===== config.mk =====
export PLATFORM = sky130hd
export DESIGN_NAME = dma_priority_arbiter
export DESIGN_NICKNAME = d
export VERILOG_FILES = /design/src/rtl/dma_reg_pkg.sv /design/src/rtl/dma_prio_encoder.sv /design/src/rtl/dma_priority_arbiter.sv
export SDC_FILE = /design/constraint.sdc
export NUM_CORES = 1
export LEC_CHECK = 0
export ABC_CLOCK_PERIOD_IN_PS = 2360
export BUFFER_PORTS_ARGS = -buffer_cell sky130_fd_sc_hd__buf_2
export CORE_MARGIN = 1.5
export CORE_UTILIZATION = 35
export CTS_CLUSTER_SIZE = 14
export DETAILED_ROUTE_END_ITERATION = 8
export REMOVE_ABC_BUFFERS = 1
export SLEW_MARGIN = 20
export SYNTH_ARGS = -nofsm -noshare
export SYNTH_HDL_FRONTEND = slang
export SYNTH_HIERARCHICAL = 1
export SYNTH_SLANG_ARGS = --single-unit

===== constraint.sdc =====
create_clock -name CLK -period 2.36 [get_ports CLK]
set_input_delay 0.118 -clock CLK [delete_from_list [all_inputs] [get_ports CLK]]
set_output_delay 0.118 -clock CLK [all_outputs]
set_load 0.01 [all_outputs]

===== src/rtl/dma_reg_pkg.sv =====
// Command-register bit positions and arbiter state encoding shared by the DMA priority logic.
// Pure definitions: no latency, no flow control.
package dma_reg_pkg;

  localparam int CMD_DIS        = 2;
  localparam int CMD_ROT        = 4;
  localparam int CMD_DREQ_SENSE = 6;
  localparam int CMD_DACK_SENSE = 7;

  typedef enum logic [1:0] {
    IDLE = 2'd0,
    HREQ = 2'd1,
    SVC  = 2'd2
  } arb_state_t;

endpackage


===== src/rtl/dma_prio_encoder.sv =====
// Fixed/rotating priority encoder: picks the first requesting channel starting at last+1 (rotate) or ch0.
// Purely combinational, zero latency; no flow control.
module dma_prio_encoder #(
  parameter int NUM_CH = 4,
  parameter int CH_W   = $clog2(NUM_CH)
) (
  input  logic [NUM_CH-1:0] eff,
  input  logic [CH_W-1:0]   last,
  input  logic              rotate,
  output logic [CH_W-1:0]   win,
  output logic              vld
);

  function automatic logic [CH_W-1:0] order_idx(input logic [CH_W-1:0] l, input logic rot, input int i);
    return rot ? CH_W'((int'(l) + 1 + i) % NUM_CH) : CH_W'(i);
  endfunction

  // Scan from lowest to highest priority so the highest-priority hit is written last.
  always_comb begin
    win = '0;
    vld = 1'b0;
    for (int i = NUM_CH - 1; i >= 0; i--) begin
      if (eff[order_idx(last, rotate, i)]) begin
        win = order_idx(last, rotate, i);
        vld = 1'b1;
      end
    end
  end

endmodule


===== src/rtl/dma_priority_arbiter.sv =====
// 8237A-style DMA priority arbiter with HRQ/HLDA hold handshake and non-preemptive service.
// HLDA-high to DACK is 1 cycle; a service holds until SVC_DONE or HLDA drop, then one IDLE cycle.
module dma_priority_arbiter #(
  parameter int NUM_CH = 4,
  parameter int CH_W   = $clog2(NUM_CH)
) (
  input  logic              CLK,
  input  logic              RESET,
  input  logic [NUM_CH-1:0] DREQ,
  input  logic [NUM_CH-1:0] REQ_REG,
  input  logic [NUM_CH-1:0] MASK_REG,
  input  logic [7:0]        CMD_REG,
  input  logic              HLDA,
  input  logic              SVC_DONE,
  output logic              HRQ,
  output logic [NUM_CH-1:0] DACK,
  output logic [CH_W-1:0]   ACT_CH,
  output logic              ACT_VLD
);

  import dma_reg_pkg::*;

  arb_state_t        state_q, state_d;
  logic [NUM_CH-1:0] eff;
  logic [NUM_CH-1:0] grant_q;
  logic [CH_W-1:0]   act_ch_q;
  logic [CH_W-1:0]   last_q;
  logic [CH_W-1:0]   win;
  logic              win_vld;
  logic              rotate;

  assign rotate = CMD_REG[CMD_ROT];

  always_comb begin
    eff = ((DREQ ^ {NUM_CH{CMD_REG[CMD_DREQ_SENSE]}}) | REQ_REG) & ~MASK_REG;
    if (CMD_REG[CMD_DIS]) eff = '0;
  end

  dma_prio_encoder #(.NUM_CH(NUM_CH), .CH_W(CH_W)) u_enc (
    .eff    (eff),
    .last   (last_q),
    .rotate (rotate),
    .win    (win),
    .vld    (win_vld)
  );

  always_ff @(posedge CLK or posedge RESET) begin
    if (RESET) state_q <= IDLE;
    else       state_q <= state_d;
  end

  // Requests and masks are only looked at outside SVC; a running service cannot be preempted.
  always_comb begin
    state_d = state_q;
    case (state_q)
      IDLE:    if (win_vld) state_d = HREQ;
      HREQ:    if (!win_vld) state_d = IDLE;
               else if (HLDA) state_d = SVC;
      SVC:     if (SVC_DONE || !HLDA) state_d = IDLE;
      default: state_d = IDLE;
    endcase
  end

  always_ff @(posedge CLK or posedge RESET) begin
    if (RESET) begin
      grant_q  <= '0;
      act_ch_q <= '0;
      last_q   <= CH_W'(NUM_CH - 1);
    end else begin
      if (state_q == HREQ && state_d == SVC) begin
        grant_q  <= NUM_CH'(1) << win;
        act_ch_q <= win;
      end else if (state_q == SVC && state_d == IDLE) begin
        grant_q <= '0;
      end
      // Only a completed service advances the pointer; an HLDA abort leaves it alone.
      if (!rotate)                         last_q <= CH_W'(NUM_CH - 1);
      else if (state_q == SVC && SVC_DONE) last_q <= act_ch_q;
    end
  end

  always_comb begin
    HRQ     = (state_q != IDLE);
    ACT_VLD = (state_q == SVC);
    ACT_CH  = act_ch_q;
    DACK    = grant_q ^ {NUM_CH{~CMD_REG[CMD_DACK_SENSE]}};
  end

endmodule


# Word level (Yosys, flattened, before mapping)

Index checks and enable logic that the tools add are counted.

Mux-type cells: 30
Order comparisons: 4
Eq/ne operators: 4
Bitwise gates (word level): 6
Shift operators: 1
Multipliers: 0
Add/subtract/negate cells: 4
Reductions and logical operators: 9
Div/mod/pow operators: 0

Operator list:

| cell                | number |
|---|---|
| $mux 2              | 14 |
| $lt 2x3->1 const B  | 4 |
| $mux 4              | 3 |
| $bmux 1 s2          | 4 |
| $mux 1              | 8 |
| $xor 4x4->4         | 2 |
| $add 2x2->2 const B | 3 |
| $pmux 2 s3          | 1 |
| $and 4x4->4         | 1 |
| $eq 2x2->1 const B  | 2 |
| $logic_not 2->1     | 2 |
| $not 4->4           | 1 |
| $or 4x4->4          | 1 |
| $reduce_bool 2->1   | 2 |
| $shl 1x2->4 const A | 1 |
| $logic_and 1x1->1   | 3 |
| $add 2x1->2 const B | 1 |
| $eq 2x1->1 const B  | 1 |
| $ne 2x1->1 const B  | 1 |
| $logic_not 1->1     | 1 |
| $logic_or 1x1->1    | 1 |
| $not 1->1           | 1 |

Output and inout bits: 8
RAM bits: 0
Register bits after elaboration: 10
Memories kept: 0
Bits in latches: 0
Input port bits: 24
Word-level logic and storage cells: 62
Bits in read-only memories: 0

# Depth between registers and ports, before layout

Gate-level depths: netlist of run 1.

Depth in word-level cells: 16
Depth in mapped cells: 8
Depth with buffers taken out: 8

# By module

The synthesis of run 1 kept the hierarchy.

Modules (own cells, without submodules):

| module               | cells an instance | sequential area each (um^2) | times used | area an instance (um^2) |
|---|---|---|---|---|
| dma_priority_arbiter | 59                | 252.7                       | 1          | 561.8 |
| dma_prio_encoder     | 24                | 0.0                         | 1          | 175.2 |

# Worst setup path before layout of run 1

OpenSTA, ideal clock, no wires.

Path kind: register to register
Start point: register last_q[1]
End point: register grant_q[0]
Data required time: 2.242 ns
Buffers on the path: 1
Cell stages (with the launch flop): 7
Arrival: 1.710 ns
Library setup time: 0.118 ns
Setup slack: 0.532 ns
Period minus slack after synthesis: 1.828 ns
Path through: dfstp_2 > buf_6 > xor2_1 > a32o_1 > a2111oi_2 > nor3_1 > a21o_1

Elaborated cells between the ends (all ways): 34
Those cells by class: 4 x add/sub; 1 x eq/ne; 1 x shift; 24 x mux; 4 x reduce/logical

RTL lines:

| element                      | line                       | RTL |
|---|---|---|
| start: declaration           | dma_priority_arbiter.sv:27 | `logic [CH_W-1:0] last_q;` |
| start signal: assignment     | dma_priority_arbiter.sv:68 | `last_q <= CH_W'(NUM_CH - 1);` |
| start signal: assignment     | dma_priority_arbiter.sv:77 | `if (!rotate) last_q <= CH_W'(NUM_CH - 1);` |
| start signal: assignment     | dma_priority_arbiter.sv:78 | `else if (state_q == SVC && SVC_DONE) last_q <= act_ch_q;` |
| $add 2x1->2 (*)              | dma_prio_encoder.sv:15     | `return rot ? CH_W'((int'(l) + 1 + i) % NUM_CH) : CH_W'(i);` |
| $add 2x2->2                  | dma_prio_encoder.sv:15     |  |
| $mux 2                       | dma_prio_encoder.sv:15     |  |
| $bmux 1 s2                   | dma_prio_encoder.sv:23     | `if (eff[order_idx(last, rotate, i)]) begin` |
| $mux 1 (implied by the code) | dma_prio_encoder.sv:23     |  |
| $mux 2 (3 in a row)          | dma_prio_encoder.sv:23     |  |
| $mux 2 (*)                   | dma_prio_encoder.sv:23     |  |
| net win[1]                   | dma_priority_arbiter.sv:28 | `logic [CH_W-1:0] win;` |
| $shl 1x2->4 (*)              | dma_priority_arbiter.sv:71 | `grant_q <= NUM_CH'(1) << win;` |
| $mux 4 (*)                   | dma_priority_arbiter.sv:70 | `if (state_q == HREQ && state_d == SVC) begin` |
| end signal: assignment       | dma_priority_arbiter.sv:71 |  |
| end: declaration             | dma_priority_arbiter.sv:25 | `logic [NUM_CH-1:0] grant_q;` |

The timed path passes the listed nets; every way through them passes the cells marked *. The select of a mux whose other input is x is not followed.
A chain may end at the register's enable or synchronous reset.

# Final worst setup path of run 1

Ends and elaborated chain as after synthesis.

==> results of run 1 <==
==> worst min path at each step <==
stage	from	endpoint	slack [ns]
global placement	RESET	grant_q[1]	0.12
finish	HLDA	state_q[0]	0.08
global route	CMD_REG[4]	last_q[1]	0.09
CTS	HLDA	state_q[0]	0.08
detailed placement	RESET	grant_q[1]	0.12
floorplan	RESET	ACT_CH[0]	-0.04
==> flip-flops by register name, summed over array words and instances (netlist names) <==
name / cells
grant_q: 4
ACT_CH: 2
last_q: 2
state_q: 2
==> through the flow <==
stage	total power (W)	worst slack [ns]
floorplan	0.000369	0.556
global placement	0.000448	0.322
detailed placement	0.000452	0.293
CTS	0.000581	0.494
global route	0.000612	0.382
finish	0.000577	0.505
==> cell usage after synthesis (all sizes together) (2+ instances only) <==
library cell / number
a211o: 2
a21oi: 3
a32o: 2
buf: 2
dfrtp: 8
dfstp: 2
inv: 3
nand2: 11
nand2b: 5
nand3: 4
nand3b: 2
nand4b: 2
nor2: 8
nor3: 6
o2bb2ai: 2
xnor2: 4
xor2: 5
==> where the power goes <==
part	leakage [nW]	switching [W]	internal (W)
Clock	0.0150	0.0000632	0.0000655
Sequential	0.127	0.0000336	0.000209
Combinational	0.301	0.0000999	0.000106
==> layout make-up <==
type / count / area, um2 / area share (%)
clock buffers: 4 / 26.3 / 2.82
inverters: 3 / 11.3 / 1.21
multi-input cells: 67 / 447 / 48.0
flip-flops and latches: 10 / 253 / 27.2
well taps: 27 / 33.8 / 3.63
repair buffers: 30 / 160 / 17.2
==> worst register-to-register path, stage by stage (launching register included) <==
cell and delay, ns:
dfstp_2 0.63, xor2_1 0.09, a32o_1 0.28, a2111oi_2 0.36
buf_4 0.19, nor3_1 0.05, a21o_1 0.16
==> timing repair <==
| item | CTS | global route |
|---|---|---|
| setup endpoints to repair | 0 | 0 |
| hold endpoints to repair | 8 | 0 |
| resized for setup | 0 | 0 |
| hold buffers | 1 | 0 |
==> cell families after synthesis <==
kind of cell    share of synthesized area, %
compound gates                          18.7
flops                                   34.3
xor+xnor                                10.7
simple gates                            31.2
buf+inv                                 5.09
==> metal layers <==
| metal | vias to the layer above | share of wire, % | track usage (%) |
|---|---|---|---|
| met5 | - | 0 | 0 |
| met4 | 0 | 2.1 | 7.14 |
| met1 | 323 | 46 | 17.7 |
| met2 | 28 | 43 | 23.3 |
| li1 | 354 | - | - |
| met3 | 5 | 8.0 | 2.45 |
==> results.py, run 1 <==
metrics = {
    "run_status": {
        "status": "completed",
    },
    "setup_path": {
        "critPathMaxStageDelay_ns": 0.63,
        "reg2reg_from": "last_q[1]",
        "reg2reg_slack_ns": 0.50,
        "cp_top_family": "compound AO/OA/AOI/OAI gates",
        "critical_path_cell_count": 6,
        "crit_end": "grant_q[0]",
        "crit_fanout": 10,
        "reg2reg_to": "grant_q[0]",
        "path_buf_inv": 1,
        "critPathLaunch": "last_q[1]",
        "crit_required_ns": 2.53,
        "cp.arrival_ns": 2.02,
        "ff2ff_path_depth": 6,
        "worstSetupPathType": "reg -> reg",
        "crit_slowest_cell": "dfstp_2",
        "cp-end-kind": "flop",
        "startpoint_type": "flop",
        "crit_chain": "xor2_1, a32o_1, a2111oi_2, buf_4, nor3_1, a21o_1",
    },
    "grt": {
        "first_global_vias": 639,
        "grt.total_usage_pct": 14.1,
        "grt_pass1_wl_mm": 2.62,
        "antenna_found_initial": 0,
        "grt_max_degree": 11,
        "gr-total-overflow": 0,
    },
    "power": {
        "power_density_mw_per_mm2": 620,
        "cellLeakagePower_nw": 0.443,
        "irDropWorstVdd_mv": 0.359,
    },
    "die": {
        "rows": 16,
        "die-height_um": 48.9,
        "coreArea_mm2": 0.00198,
        "fp.dieW_um": 48.9,
        "start_util_pct": 37.2,
        "die_area_mm2": 0.00239,
        "ios": 32,
    },
    "sta": {
        "fin_tns_setup_ns": 0,
        "tightest_slew_ns": 0.594,
        "max_slew_margin_pct": 60.1,
        "max_freq_mhz": 539,
        "finalSetupViolations": 0,
        "finClkSkew_ns": 0.00216,
        "drv_slew": 0,
        "finalCritPeriodShare_pct": 78.6,
        "period_needed_ns": 1.86,
        "finalHoldViolCount": 0,
        "hold_slack_ns": 0.0844,
        "rsz0062_at_grt": "no",
    },
    "yosys": {
        "ys_types": 31,
        "yosys-top-cells-area": "dfrtp_1, dfstp_2, xor2_1",
        "synth-seq-cells": 10,
        "synth_edf_count": 0,
        "ys.flop_type": "dfrtp_1",
        "synthCells": 83,
        "synth_top_area_share_pct": 27.2,
        "synth_area_leader_cell": "dfrtp_1",
        "synthesis.area_um2": 737,
        "syn_area_per_cell_um2": 8.88,
        "ys.warnings.count": 6,
        "async_reset_ff_share_pct": 100,
        "ys_seq_area_share_pct": 34.3,
    },
    "placed_design": {
        "hpwlAfterDp_mm": 1.21,
        "gp_congestion": 0.726,
        "dp.cells": 136,
        "placed_area_um2": 895,
        "port_buffers": 27,
    },
    "clock_network": {
        "cts_buffer_depth": 2,
        "insertion_delay_ns": 0.27,
        "cts_made_buffers": 3,
        "cts_root_buffer": "clkbuf_4",
        "postCtsSetupRepairBufs": 0,
        "clk_pin_slew_worst_paths_ns": 0.07,
        "cts.htree.levels": 1,
        "clkSinkCount": 10,
        "cts_tree": "done",
    },
    "final_layout": {
        "syn_to_final_growth_pct": 26.3,
        "stdcell_count": 141,
        "layout_common_cells": "buf_2, nand2_1, dfrtp_1, nor2_1, nor3_1",
        "nNetsFinal": 139,
        "layout-drive-gt1-share_pct": 35.1,
        "antenna_cells": 0,
        "num-fill-cells": 203,
        "post-route-util_pct": 47.0,
        "post-route-cell-area_um2": 931,
        "layout_commonest_cell": "buf_2",
    },
    "detailed_routing": {
        "drc": 0,
        "postRouteWirelength_mm": 1.58,
        "detail_route.wl_per_cell_um": 11.2,
        "firstDrtPassIters": 4,
        "drtIter0Drc": 10,
        "avgViaCountPerCell": 5.04,
        "ant_nets": 0,
        "dr_total_vias": 710,
    },
    "min_path": {
        "hp-class": "in -> reg",
        "min_path_cells": 2,
    },
    "job": {
        "maxCapViolations": 0,
    },
}
(Power assumes the default switching activity.)
==> inputs of run 2 (changes only) <==
--- a/config.mk
+++ b/config.mk
@@ -5,7 +5,7 @@
 export SDC_FILE = /design/constraint.sdc
 export NUM_CORES = 1
 export LEC_CHECK = 0
-export ABC_CLOCK_PERIOD_IN_PS = 2360
+export ABC_CLOCK_PERIOD_IN_PS = 1800
 export BUFFER_PORTS_ARGS = -buffer_cell sky130_fd_sc_hd__buf_2
 export CORE_MARGIN = 1.5
 export CORE_UTILIZATION = 35
==> constraint.sdc (replaced) <==
create_clock -name CLK -period 1.8 [get_ports CLK]
set_input_delay 0.09 -clock CLK [delete_from_list [all_inputs] [get_ports CLK]]
set_output_delay 0.09 -clock CLK [all_outputs]
set_load 0.01 [all_outputs]
==> run 2 against run 1 <==
  * Worst hold slack got worse by 0.021 ns
  * Sequential share of layout area decreased by 2.3 points
  * Power increased by 41%
  * Clock power increased by 54%
  * Critical endpoint is now grant_q[3]
  * Setup slack got worse by 0.42 ns
==> results.py, run 2 (synthesis results as in run 1) <==
metrics = {
    "power": {
        "p_clk_share_pct": 24.5,
        "power_density_mw_per_mm2": 798,
        "switchingPower_w": 0.000261,
        "cellLeakagePower_nw": 0.491,
        "seqPwrFrac_pct": 39.1,
        "pwr-share-comb_pct": 36.4,
        "irDropWorstVdd_mv": 0.495,
        "intPower_w": 0.000552,
        "switching_share_pct": 32.1,
    },
    "placed_design": {
        "hpwlAfterDp_mm": 1.36,
        "port_buffers": 27,
        "gp_congestion": 0.779,
        "dp.cells": 144,
        "placed_area_um2": 955,
    },
    "setup_path": {
        "ff2ff_path_depth": 5,
        "worstSetupPathType": "reg -> reg",
        "startpoint_type": "flop",
        "crit_required_ns": 2.00,
        "cp.arrival_ns": 1.92,
        "crit_fanout": 8,
        "cp-end-kind": "flop",
        "reg2reg_to": "grant_q[3]",
        "reg2reg_from": "last_q[1]",
        "reg2reg_slack_ns": 0.08,
    },
    "job": {
        "maxCapViolations": 0,
    },
    "sta": {
        "finalCritPeriodShare_pct": 95.4,
        "max_freq_mhz": 582,
        "max_slew_margin_pct": 64.5,
        "finClkSkew_ns": 0.000560,
        "finalHoldViolCount": 0,
        "period_needed_ns": 1.72,
        "tightest_slew_ns": 0.525,
        "drv_slew": 0,
        "finalSetupViolations": 0,
    },
    "clock_network": {
        "cts_made_buffers": 3,
        "clk_pin_slew_worst_paths_ns": 0.07,
        "insertion_delay_ns": 0.26,
        "cts.htree.levels": 1,
        "postCtsSetupRepairBufs": 0,
        "cts_tree": "done",
        "clkSinkCount": 10,
        "cts_buffer_depth": 2,
        "cts_root_buffer": "clkbuf_4",
    },
    "grt": {
        "gr-total-overflow": 0,
        "grt_max_degree": 11,
        "grt.total_usage_pct": 14.2,
        "antenna_found_initial": 0,
        "first_global_vias": 675,
        "grt_pass1_wl_mm": 2.79,
    },
    "die": {
        "die_area_mm2": 0.00239,
        "coreArea_mm2": 0.00198,
        "rows": 16,
        "fp.dieW_um": 48.9,
        "ios": 32,
        "start_util_pct": 37.2,
        "die-height_um": 48.9,
    },
    "min_path": {
        "min_to": "state_q[0]",
        "hp-class": "in -> reg",
        "min-delay-start": "HLDA",
        "min_path_cells": 2,
    },
    "final_layout": {
        "layout-drive-gt1-share_pct": 41.0,
        "layout_common_cells": "buf_2, nand2_1, buf_4, dfrtp_1, nor2_1",
        "antenna_cells": 0,
        "nNetsFinal": 147,
        "syn_to_final_growth_pct": 38.2,
        "largest_reg_flops": 4,
        "stdcell_count": 149,
        "post-route-cell-area_mm2": 0.00102,
        "layout_commonest_cell": "buf_2",
        "num-fill-cells": 189,
        "regMostFlops": "grant_q",
    },
    "run_status": {
        "status": "completed",
    },
    "detailed_routing": {
        "ant_nets": 0,
        "drtIter0Drc": 14,
        "dr_total_vias": 748,
        "firstDrtPassIters": 5,
        "avgViaCountPerCell": 5.02,
        "detail_route.wl_per_cell_um": 11.5,
        "postRouteWirelength_mm": 1.71,
        "drc": 0,
    },
}
[run 2: changes by cell type in the layout (fill, tap and decap cells not counted)]
cell,change
nor3_2,+1
a2111oi_4,+1
a2111oi_2,-1
buf_4,+8
clkbuf_1,-1
nor3_1,-1
clkbuf_8,+1
[run 2: final cells by class]
| cell class | count | area (um2) | area share, % |
|---|---|---|---|
| Multi-Input combinational cell | 67 | 464 | 45.6 |
| Tap cell | 27 | 33.8 | 3.32 |
| Inverter | 3 | 11.3 | 1.11 |
| Clock buffer | 4 | 36.3 | 3.56 |
| Timing Repair Buffer | 38 | 220 | 21.6 |
| Sequential cell | 10 | 253 | 24.8 |
[run 2: worst max-delay path: stages, from the launching register on]
cell and delay (ns):
dfstp_2 0.60, nor3_1 0.07, a211o_1 0.27, a2111oi_4 0.39, buf_4 0.19, a32o_1 0.14
[run 2: how the worst max path moves through the flow]
stage / to / depth (start not counted) / startpoint
6_report: grant_q[3] / 5 / last_q[1]
3_5_place_dp: grant_q[3] / 9 / CMD_REG[6]
3_3_place_gp: grant_q[0] / 9 / CMD_REG[6]
4_1_cts: grant_q[3] / 5 / last_q[1]
2_1_floorplan: grant_q[0] / 5 / last_q[1]
5_1_grt: grant_q[3] / 5 / last_q[1]
[run 2: repair_timing]
item,CTS,global route
hold endpoints to repair,8,0
setup endpoints to repair,0,5
hold buffers,1,0
resized for setup,0,2
[run 2: per-layer routing]
layer / share of wire (%) / track usage [%]
met4: 0.53 / 2.86
met1: 47 / 18.8
met5: 0 / 0
met3: 5.7 / 2.15
met2: 47 / 24.7
[run 2: power by group through the flow]
| stage | combinational [W] | clock (W) | sequential, W |
|---|---|---|---|
| finish | 0.000296 | 0.000199 | 0.000318 |
| CTS | 0.000294 | 0.000200 | 0.000318 |
| detailed placement | 0.000292 | 0 | 0.000323 |
| global route | 0.000328 | 0.000214 | 0.000323 |
| global placement | 0.000288 | 0 | 0.000319 |
| floorplan | 0.000163 | 0 | 0.000320 |
[run 2: through the flow]
stage | TNS (ns) | utilization, % | hold WS [ns] | worst slack [ns] | power (W)
after detailed placement | -0.457 | 48.2 | 0.0914 | -0.117 | 0.000614
final | 0 | 51.4 | 0.0635 | 0.0822 | 0.000813
after global routing | -0.0141 | 51.4 | 0.0718 | -0.0141 | 0.000865
after floorplan | -0.00408 | - | -0.0713 | -0.00408 | 0.000483
after CTS | 0 | 50.5 | 0.0645 | 0.00973 | 0.000812
after global placement | -0.130 | 48.2 | 0.0856 | -0.0450 | 0.000607
